### src/rtl/fir_multi_pkg.sv
// Shared types and constants for the multi-channel FIR: FSM states,
// per-band coefficient tables (stored as Q1.15) and accumulator sizing.
package fir_multi_pkg;

  typedef enum logic [1:0] {
    ST_IDLE  = 2'd0,
    ST_MAC   = 2'd1,
    ST_ROUND = 2'd2,
    ST_OUT   = 2'd3
  } fir_state_e;

  localparam int COEF_TAB_LEN = 8;

  // Band 1: symmetric 8-tap low-pass with unity DC gain; taps beyond the table are zero.
  localparam logic signed [15:0] BAND1_Q15 [COEF_TAB_LEN] = '{
    16'sh0200, 16'sh0A00, 16'sh1600, 16'sh1E00,
    16'sh1E00, 16'sh1600, 16'sh0A00, 16'sh0200
  };

  function automatic int acc_width(input int data_w, input int coef_w, input int taps);
    return data_w + coef_w + $clog2(taps);
  endfunction

  // Returns coef[k] of the given band rescaled from Q1.15 to Q1.(coef_w-1).
  function automatic logic signed [31:0] coef_scaled(input int band, input int k, input int coef_w);
    logic signed [31:0] q15;
    case (band)
      1:       q15 = (k < COEF_TAB_LEN) ? 32'(BAND1_Q15[k[2:0]]) : 32'sd0;
      default: q15 = 32'sh0000_4000;
    endcase
    if (coef_w >= 16) return q15 <<< (coef_w - 16);
    else              return q15 >>> (16 - coef_w);
  endfunction

endpackage

### src/rtl/fir_coef_rom.sv
// Combinational coefficient lookup for one band, sized to COEF_W.
module fir_coef_rom
  import fir_multi_pkg::*;
#(
  parameter int BAND   = 0,
  parameter int TAPS   = 32,
  parameter int COEF_W = 16
) (
  input  logic        [$clog2(TAPS)-1:0] addr_i,
  output logic signed [COEF_W-1:0]       coef_o
);

  always_comb begin
    coef_o = COEF_W'(coef_scaled(BAND, int'(addr_i), COEF_W));
  end

endmodule

### src/rtl/fir_multi_chan.sv
// Time-multiplexed multi-channel FIR: one MAC per cycle over all channels/taps.
// Define FIR_MULTI_CHAN_SAT_EN to saturate results; otherwise they wrap.
//
// state | meaning
// IDLE  | ready for a frame; on accept write history, advance wr_ptr
// MAC   | one multiply-accumulate per cycle, channel-major, tap-minor
// ROUND | reduce the last channel's accumulator
// OUT   | load filt_out, pulse filt_vld, return to IDLE
module fir_multi_chan
  import fir_multi_pkg::*;
#(
  parameter int CHANNELS = 2,
  parameter int TAPS     = 32,
  parameter int DATA_W   = 16,
  parameter int COEF_W   = 16,
  parameter int BAND     = 0
) (
  input  logic                         clk,
  input  logic                         rst,
  input  logic [CHANNELS*DATA_W-1:0]   smpl_in,
  input  logic                         smpl_vld,
  output logic                         smpl_rdy,
  output logic [CHANNELS*DATA_W-1:0]   filt_out,
  output logic                         filt_vld
);

  localparam int ACC_W = acc_width(DATA_W, COEF_W, TAPS);
  localparam int PTR_W = $clog2(TAPS);
  localparam int CH_W  = (CHANNELS > 1) ? $clog2(CHANNELS) : 1;
  localparam logic [PTR_W-1:0] LAST_TAP = PTR_W'(TAPS - 1);
  localparam logic [CH_W-1:0]  LAST_CH  = CH_W'(CHANNELS - 1);
  localparam logic [PTR_W:0]   RD_OFS   = (PTR_W + 1)'(TAPS - 1);
  localparam logic [PTR_W:0]   TAPS_EXT = (PTR_W + 1)'(TAPS);
`ifdef FIR_MULTI_CHAN_SAT_EN
  localparam logic signed [ACC_W-1:0] SAT_MAX = {{(ACC_W-DATA_W+1){1'b0}}, {(DATA_W-1){1'b1}}};
  localparam logic signed [ACC_W-1:0] SAT_MIN = {{(ACC_W-DATA_W+1){1'b1}}, {(DATA_W-1){1'b0}}};
`endif

  fir_state_e state_q, state_d;

  logic        [PTR_W-1:0]  wr_ptr_q, wr_ptr_d;
  logic        [PTR_W-1:0]  tap_q, tap_d;
  logic        [CH_W-1:0]   ch_q, ch_d;
  logic signed [ACC_W-1:0]  acc_q, acc_d;
  logic signed [DATA_W-1:0] hist_q [CHANNELS][TAPS];
  logic signed [DATA_W-1:0] hist_d [CHANNELS][TAPS];
  logic        [DATA_W-1:0] res_q  [CHANNELS];
  logic        [DATA_W-1:0] res_d  [CHANNELS];
  logic [CHANNELS*DATA_W-1:0] filt_out_q, filt_out_d;
  logic                       filt_vld_q, filt_vld_d;

  logic                             accept;
  logic        [PTR_W:0]            rd_sum;
  logic        [PTR_W-1:0]          rd_addr;
  logic signed [DATA_W-1:0]         smpl_rd;
  logic signed [COEF_W-1:0]         coef;
  logic signed [DATA_W+COEF_W-1:0]  prod;
  logic signed [ACC_W-1:0]          prod_ext;

  function automatic logic [DATA_W-1:0] reduce(input logic signed [ACC_W-1:0] acc);
`ifdef FIR_MULTI_CHAN_SAT_EN
    logic signed [ACC_W-1:0] shifted;
    shifted = acc >>> (COEF_W - 1);
    if (shifted > SAT_MAX) return SAT_MAX[DATA_W-1:0];
    if (shifted < SAT_MIN) return SAT_MIN[DATA_W-1:0];
    return shifted[DATA_W-1:0];
`else
    return DATA_W'(acc >>> (COEF_W - 1));
`endif
  endfunction

  fir_coef_rom #(
    .BAND   (BAND),
    .TAPS   (TAPS),
    .COEF_W (COEF_W)
  ) u_coef_rom (
    .addr_i (tap_q),
    .coef_o (coef)
  );

  // wr_ptr has already advanced past the newest sample, so tap k sits at wr_ptr-1-k.
  always_comb begin
    rd_sum = {1'b0, wr_ptr_q} + RD_OFS - {1'b0, tap_q};
    if (rd_sum >= TAPS_EXT) rd_sum = rd_sum - TAPS_EXT;
  end

  assign rd_addr  = rd_sum[PTR_W-1:0];
  assign smpl_rd  = hist_q[ch_q][rd_addr];
  assign prod     = smpl_rd * coef;
  assign prod_ext = ACC_W'(prod);
  assign accept   = smpl_vld && smpl_rdy;

  always_ff @(posedge clk) begin
    if (rst) state_q <= ST_IDLE;
    else     state_q <= state_d;
  end

  always_comb begin
    state_d = state_q;
    case (state_q)
      ST_IDLE:  if (accept) state_d = ST_MAC;
      ST_MAC:   if (tap_q == LAST_TAP && ch_q == LAST_CH) state_d = ST_ROUND;
      ST_ROUND: state_d = ST_OUT;
      ST_OUT:   state_d = ST_IDLE;
      default:  state_d = ST_IDLE;
    endcase
  end

  always_comb begin
    smpl_rdy = (state_q == ST_IDLE) && !rst;
  end

  always_comb begin
    wr_ptr_d   = wr_ptr_q;
    tap_d      = tap_q;
    ch_d       = ch_q;
    acc_d      = acc_q;
    hist_d     = hist_q;
    res_d      = res_q;
    filt_out_d = filt_out_q;
    filt_vld_d = 1'b0;
    case (state_q)
      ST_IDLE: begin
        if (accept) begin
          for (int c = 0; c < CHANNELS; c++) begin
            hist_d[c][wr_ptr_q] = smpl_in[c*DATA_W +: DATA_W];
          end
          wr_ptr_d = (wr_ptr_q == LAST_TAP) ? '0 : wr_ptr_q + 1'b1;
          tap_d    = '0;
          ch_d     = '0;
        end
      end
      ST_MAC: begin
        // First tap of a channel restarts the sum and retires the previous channel.
        if (tap_q == '0) begin
          acc_d = prod_ext;
          if (ch_q != '0) res_d[ch_q - 1'b1] = reduce(acc_q);
        end else begin
          acc_d = acc_q + prod_ext;
        end
        if (tap_q == LAST_TAP) begin
          tap_d = '0;
          ch_d  = ch_q + 1'b1;
        end else begin
          tap_d = tap_q + 1'b1;
        end
      end
      ST_ROUND: res_d[LAST_CH] = reduce(acc_q);
      ST_OUT: begin
        for (int c = 0; c < CHANNELS; c++) begin
          filt_out_d[c*DATA_W +: DATA_W] = res_q[c];
        end
        filt_vld_d = 1'b1;
      end
      default: ;
    endcase
  end

  always_ff @(posedge clk) begin
    if (rst) begin
      wr_ptr_q   <= '0;
      tap_q      <= '0;
      ch_q       <= '0;
      acc_q      <= '0;
      filt_out_q <= '0;
      filt_vld_q <= 1'b0;
      for (int c = 0; c < CHANNELS; c++) begin
        res_q[c] <= '0;
        for (int k = 0; k < TAPS; k++) hist_q[c][k] <= '0;
      end
    end else begin
      wr_ptr_q   <= wr_ptr_d;
      tap_q      <= tap_d;
      ch_q       <= ch_d;
      acc_q      <= acc_d;
      filt_out_q <= filt_out_d;
      filt_vld_q <= filt_vld_d;
      res_q      <= res_d;
      hist_q     <= hist_d;
    end
  end

  assign filt_out = filt_out_q;
  assign filt_vld = filt_vld_q;

endmodule

### config.mk
export PLATFORM = sky130hd
export DESIGN_NAME = fir_multi_chan
export DESIGN_NICKNAME = d
export VERILOG_FILES = /design/src/rtl/fir_multi_pkg.sv /design/src/rtl/fir_coef_rom.sv /design/src/rtl/fir_multi_chan.sv
export SDC_FILE = /design/constraint.sdc
export NUM_CORES = 2
export LEC_CHECK = 0
export ABC_AREA = 1
export BUFFER_PORTS_ARGS = -buffer_cell sky130_fd_sc_hd__buf_2
export CAP_MARGIN = 10
export CORE_AREA = 5 5 386 388
export DETAILED_ROUTE_END_ITERATION = 8
export DIE_AREA = 0 0 391 393
export GPL_TIMING_DRIVEN = 0
export MAX_ROUTING_LAYER = met4
export PLACE_DENSITY_LB_ADDON = 0.3
export SYNTH_ARGS = -nofsm -noshare
export SYNTH_HDL_FRONTEND = slang
export SYNTH_SLANG_ARGS = --single-unit
### constraint.sdc
create_clock -name clk -period 5.61 [get_ports clk]
set_clock_uncertainty 0.15 [all_clocks]
set_input_delay 0.2805 -clock clk [delete_from_list [all_inputs] [get_ports clk]]
set_output_delay 0.2805 -clock clk [all_outputs]
set_load 0.005 [all_outputs]
# Word-level counts from Yosys, hierarchy flattened
# Cells that the tools add are included.
dict set report totals {
  register_bits 1139
  inputBits 35
  out_inout_bits 34
  elab_cells 147
}
dict set report classes {
  addsub 8
  order_cmp 7
  eq_ne 10
  n_mux 29
  n_bitwise 4
  n_reduce_logical 16
}
# op count
set ops {}
lappend ops {{512-bit two-way mux} 3}
lappend ops {{512-bit bitwise mux} 2}
lappend ops {{16-bit two-way mux} 6}
lappend ops {{16-bit binary-select mux with 5-bit select} 1}
lappend ops {{16-bit demux with 5-bit select} 1}
lappend ops {{37-bit by 30-bit adder with 37-bit output} 1}
lappend ops {{37-bit two-way mux} 1}
lappend ops {{32-bit bitwise mux} 1}
lappend ops {{16-bit case mux with 2 select lines} 1}
lappend ops {{5-bit two-way mux} 4}
lappend ops {{6-bit greater-or-equal comparator (second input constant)} 3}
lappend ops {{16-bit demux with 1-bit select} 1}
lappend ops {{5-bit NOT with 6-bit output} 2}
lappend ops {{5-bit by 1-bit adder with 5-bit output (second input constant)} 2}
lappend ops {{5-bit == test (second input constant)} 2}
lappend ops {{2-bit != test (second input constant)} 5}
lappend ops {{5-bit case mux with 2 select lines} 1}
lappend ops {{3-bit AND reduction} 3}
lappend ops {{2-bit case mux with 4 select lines} 1}
lappend ops {{5-bit by 5-bit adder with 6-bit output (second input constant)} 1}
lappend ops {{6-bit by 1-bit less-than comparator with 1-bit output (second input constant)} 1}
lappend ops {{2-bit AND reduction} 3}
lappend ops {{6-bit by 5-bit subtractor with 6-bit output} 1}
lappend ops {{1-bit logical AND} 5}
lappend ops {{15 further kinds} 22}

# Longest topological paths before layout
dict set report logic_depth {
  ltp_word 10
  mapped_depth 28
  ltp_nobuf 26
}

# By module
# From an unflattened synthesis, not the netlist that was laid out.
dict set report unflattened {
  hier_cells 7469
  hier_area_um2 57886.8
}
# mod instances cells_per_inst area_per_inst_um2
set by_module_without_submodules {}
lappend by_module_without_submodules {fir_multi_chan 1 7451 57759.1}
lappend by_module_without_submodules {fir_coef_rom 1 18 127.6}

# Worst setup path after synthesis
# Ideal clock, no wire load.
dict set report synth_timing {
  path_type {reg-to-reg}
  from {register tap_q[0]}
  to {register acc_q[30]}
  setup_time_ns 0.113
  t_arrival_ns 3.725
  path_slack_ns 1.622
  path_stages_with_launch 28
  path_buffers 2
  path_cell_list {dfxtp_1 -> inv_1 -> ha_1 -> fa_1 -> inv_1 -> clkbuf_1 -> clkbuf_1 -> nand3_1 -> nand3_1 -> nand3_1 -> nand3_2 -> nand2_1 -> inv_1 -> ha_1 -> inv_1 -> fa_1 -> o21ai_0 -> nand2_1 -> nand2_1 -> nand2_1 -> nand2_1 -> nand2_1 -> nand2_1 -> nor2_1 -> nand2_1 -> nand2_1 -> o21ai_1 -> inv_1}
}
dict set report synth_via {
  elab_chain_cells 9
  word_cells_on_any_way 11
  cone_classes {add/sub: 3; order compare: 1; mux: 5; bitwise: 1; reduce/logical: 1}
}
# element line_no
set synth_rtl {}
lappend synth_rtl {{start, declared} fir_multi_chan.sv:42} ;# logic [PTR_W-1:0] tap_q, tap_d;
lappend synth_rtl {{start signal, assigned} fir_multi_chan.sv:173} ;# tap_q <= tap_d;
lappend synth_rtl {{6-bit by 5-bit subtractor with 6-bit output} fir_multi_chan.sv:83} ;# rd_sum = {1'b0, wr_ptr_q} + RD_OFS - {1'b0, tap_q};
lappend synth_rtl {{5-bit by 1-bit subtractor with 5-bit output / 6-bit greater-or-equal comparator (equally long branches)} fir_multi_chan.sv:84} ;# if (rd_sum >= TAPS_EXT) rd_sum = rd_sum - TAPS_EXT;
lappend synth_rtl {{5-bit two-way mux} fir_multi_chan.sv:84}
lappend synth_rtl {{5-bit NOT with 6-bit output (implied by the code)} fir_multi_chan.sv:88} ;# assign smpl_rd = hist_q[ch_q][rd_addr];
lappend synth_rtl {{16-bit binary-select mux with 5-bit select} fir_multi_chan.sv:88}
lappend synth_rtl {{16-bit two-way mux (implied by the code) (2 in a row)} fir_multi_chan.sv:88}
lappend synth_rtl {{37-bit by 30-bit adder with 37-bit output} fir_multi_chan.sv:139} ;# acc_d = acc_q + prod_ext;
lappend synth_rtl {{37-bit two-way mux *} fir_multi_chan.sv:135} ;# if (tap_q == '0) begin
lappend synth_rtl {{end signal, assigned} fir_multi_chan.sv:164} ;# acc_q <= '0;
lappend synth_rtl {{end signal, assigned} fir_multi_chan.sv:175} ;# acc_q <= acc_d;
lappend synth_rtl {{end, declared} fir_multi_chan.sv:44} ;# logic signed [ACC_W-1:0] acc_q, acc_d;
# Mark *: on every way between the ends. The rest lies on a longest branch, timed or not. The select of a mux whose other input is x is not followed.
# A chain may end at the register's enable or synchronous reset.

# Worst setup path in the final report
# Ends and elaborated chain as after synthesis.

==> flow_summary.json <==
{
  "worst_ep_arrival_time_ps": 6000,
  "drtIter0Drc": 8805,
  "rr_worst_depth": 24,
  "post_cts_buffers": 0,
  "critical_path.cell_chain": "inv_1 > ha_1 > fa_2 > inv_1 > clkbuf_2 > clkbuf_1 > nand3_1 > nand3_1 > nand3_1 > nand3_1 > nand2_1 > fa_1 > o21ai_1 > nand2_1 > nand2_1 > nand2_1 > nand2_1 > nand2_1 > nand2_1 > nor2_1 > nand2_1 > nand2_1 > o21ai_1 > inv_1",
  "dp.cells": 9527,
  "routed_wl_um": 288000,
  "pwr-share-seq": 0.331,
  "numClockSinks": 1119,
  "drv_slew": 0,
  "worstPathRequired_ps": 6180,
  "pin_count": 69,
  "end_kind": "register",
  "switching_power_mw": 10.1,
  "seq_area_frac_synth": 0.445,
  "worst_pin_slew_ps": 1470,
  "clock-root-buffer": "clkbuf_16",
  "gp_congestion": 1.05,
  "die_area_mm2": 0.154,
  "hpwl_um": 211000,
  "power_density_mw_per_mm2": 432,
  "startpoint_type": "register",
  "finalPower_mw": 25.2,
  "first_pass_iters": 8,
  "slowest_stage": "clkbuf_1",
  "syn_inst": 7523,
  "drtAntennaViolNets": 0,
  "async_reset_ff_frac": 0,
  "drive_above_1_share": 0.0710,
  "grt_pass1_wl_um": 391000,
  "synth_ff_type": "dfxtp_1",
  "fin_setup_tns_ps": 0,
  "critPathKind": "reg -> reg",
  "report.final.hold_viol_count": 0,
  "finalNetCount": 7852,
  "synth.avg_cell_area_um2": 6.69,
  "yosys_warnings": 0,
  "cpMostUsedCell": "nand2_1",
  "rows": 140,
  "swShare": 0.403,
  "syn_nets": 7593,
  "grt_usage": 0.371,
  "grt_pass1_vias": 50700,
  "setup_viol": 0,
  "p_comb_frac": 0.319,
  "register_area_mm2": 0.0224,
  "drc_errors": 0,
  "io_buffers": 68,
  "status": "completed",
  "overflow": 0,
  "synth_area_mm2": 0.0503,
  "path_max_fanout": 10,
  "wl_per_cell_um": 29.3,
  "area_delta_synth_final_pct": 15.8,
  "irDropWorstVdd_mv": 0.270,
  "vias_per_cell": 5.77,
  "holdPathStages": 3,
  "maxSlewHeadroom": 0.0179,
  "p_int_mw": 15.0,
  "period_share": 0.969,
  "hp-class": "in -> reg",
  "core_mm2": 0.145,
  "multi_input_area_mm2": 0.0241,
  "fin_cells": 9810,
  "slowest_delay_ps": 640,
  "maxCapViolations": 0,
  "die_w_um": 391,
  "clockBufferDepth": 3,
  "start_util": 0.347,
  "dieHeight_um": 393,
  "cts_tree": "done",
  "dr_total_vias": 56600,
  "grt_max_degree": 17,
  "synth.distinct_cells": 38,
  "antenna_found_initial": 17,
  "cts_buffers": 132,
  "clk_latency_ps": 830,
  "p_clk_frac": 0.350,
  "htreeDepth": 4,
  "min_period_ps": 5430,
  "synth-edff-count": 0,
  "ys_ff_latch": 1119,
  "fill_cells": 15400,
  "max_freq_ghz": 0.184,
  "postLayoutCoreUtil": 0.402,
  "clk_pin_slew_ps": 60,
  "p_leak_nw": 24.5
}
[cell families (layout without fill, tap and decap cells)]
| kind of cell | after synthesis | count (layout) | share of synthesized area |
|---|---|---|---|
| AOI/OAI and AO/OA | 1404 | 1404 | 0.141 |
| xor gates and xnor gates | 8 | 8 | 0.00169 |
| adders and majority gates | 35 | 35 | 0.00900 |
| buffers and inverters | 926 | 1278 | 0.0754 |
| DFF | 1119 | 1119 | 0.445 |
| other | 0 | 18 | 0 |
| and+or+nand+nor | 4031 | 4031 | 0.328 |
[state kept, by name, indices dropped and copies added, names as in the netlist]
register / flops
ch_q: 1
hist_q: 1024
res_q: 32
state_q: 2
filt_out: 32
tap_q: 5
filt_vld: 1
acc_q: 17
wr_ptr_q: 5
[worst max-delay path: cells and delay by family, from the launching register on]
| family | cells | cell delay, ps |
|---|---|---|
| buf+inv | 5 | 1200 |
| fa+ha+maj | 3 | 1300 |
| flops | 1 | 350 |
| simple gates | 14 | 1930 |
| compound gates | 2 | 390 |
[power groups by stage]
stage               registers (mW)  logic, mW  clock network (mW)
floorplan                     8.42       3.73                   0
global placement              8.50       7.39                   0
detailed placement            8.50       7.54                   0
CTS                           8.33       7.60                8.79
global route                  8.35       8.16                9.12
finish                        8.34       8.02                8.82
[Yosys cell counts (7+ instances only)]
| master | n | area share |
|---|---|---|
| o21ai_1 | 51 | 0.0051 |
| nor2_1 | 1896 | 0.14 |
| a21oi_1 | 217 | 0.022 |
| or2_2 | 10 | 0.0012 |
| buf_4 | 27 | 0.0040 |
| o211ai_1 | 8 | 0.0012 |
| buf_2 | 130 | 0.013 |
| dfxtp_1 | 1119 | 0.45 |
| a21oi_2 | 9 | 0.0016 |
| buf_1 | 112 | 0.0084 |
| nand3_1 | 930 | 0.092 |
| inv_2 | 19 | 0.0014 |
| o21ai_0 | 1108 | 0.11 |
| clkbuf_1 | 372 | 0.028 |
| nand2_1 | 1146 | 0.085 |
| inv_1 | 252 | 0.019 |
| nor2_2 | 17 | 0.0021 |
| nand3_2 | 10 | 0.0020 |
| ha_1 | 33 | 0.0082 |
| buf_6 | 7 | 0.0016 |
| nor3_1 | 9 | 0.00089 |
[layout make-up]
cell class / count / area share
sequential: 1119 / 0.384
buffer: 650 / 0.0487
multi-input combinational: 5478 / 0.414
clock buffer: 189 / 0.0648
antenna: 18 / 0.000773
timing repair buffer: 125 / 0.0192
clock inverter: 38 / 0.00912
inverter: 276 / 0.0178
tap: 1917 / 0.0411
[worst paths after layout]
path	start	end	slack, ps
hold reg to reg	hist_q[425]	hist_q[425]	300
setup / recovery	tap_q[0]	acc_q[30]	180
setup reg to reg	tap_q[0]	acc_q[30]	180
hold / removal	rst	state_q[0]	200
[layer usage]
layer	up-vias	wire length, um	global-route usage
met5	-	0	-
li1	24800	-	-
met1	26800	112000	0.462
met4	0	22800	0.235
met3	964	36500	0.112
met2	4052	116000	0.523
[cells in the final DEF, fill, tap and decap left out, types with 13 or more instances in the layout]
cell type and instances:
buf_2 199, clkinv_2 17, a21oi_1 217, ha_1 33
buf_1 97, inv_2 19, clkbuf_16 132, nand3_1 930
dlygate4sd3_1 34, inv_1 252, o21ai_1 52, o21ai_0 1107
nor2_2 17, diode_2 18, clkbuf_1 384, dfxtp_1 1119
nand2_1 1146, nor2_1 1896, buf_4 29, buf_8 13
clkbuf_8 26, clkbuf_2 25
[stage by stage]
| step | hold slack, ps | instance area (um^2) | setup slack, ps |
|---|---|---|---|
| after global routing | 211 | 58300 | -2.87 |
| after CTS | 187 | 58100 | 8.25 |
| after floorplan | 209 | 50300 | 1620 |
| final | 200 | 58300 | 176 |
| after detailed placement | 292 | 53400 | -716 |
| after global placement | 289 | 53100 | -1180 |
[timing repair]
action | in CTS | in global routing
endpoints found under the hold margin | 79 | 0
gates resized for setup | 31 | 28
hold buffers | 34 | 0
endpoints found under the setup margin | 13 | 8
gates cloned | 0 | 0
Power figures use the tool's default switching activity.
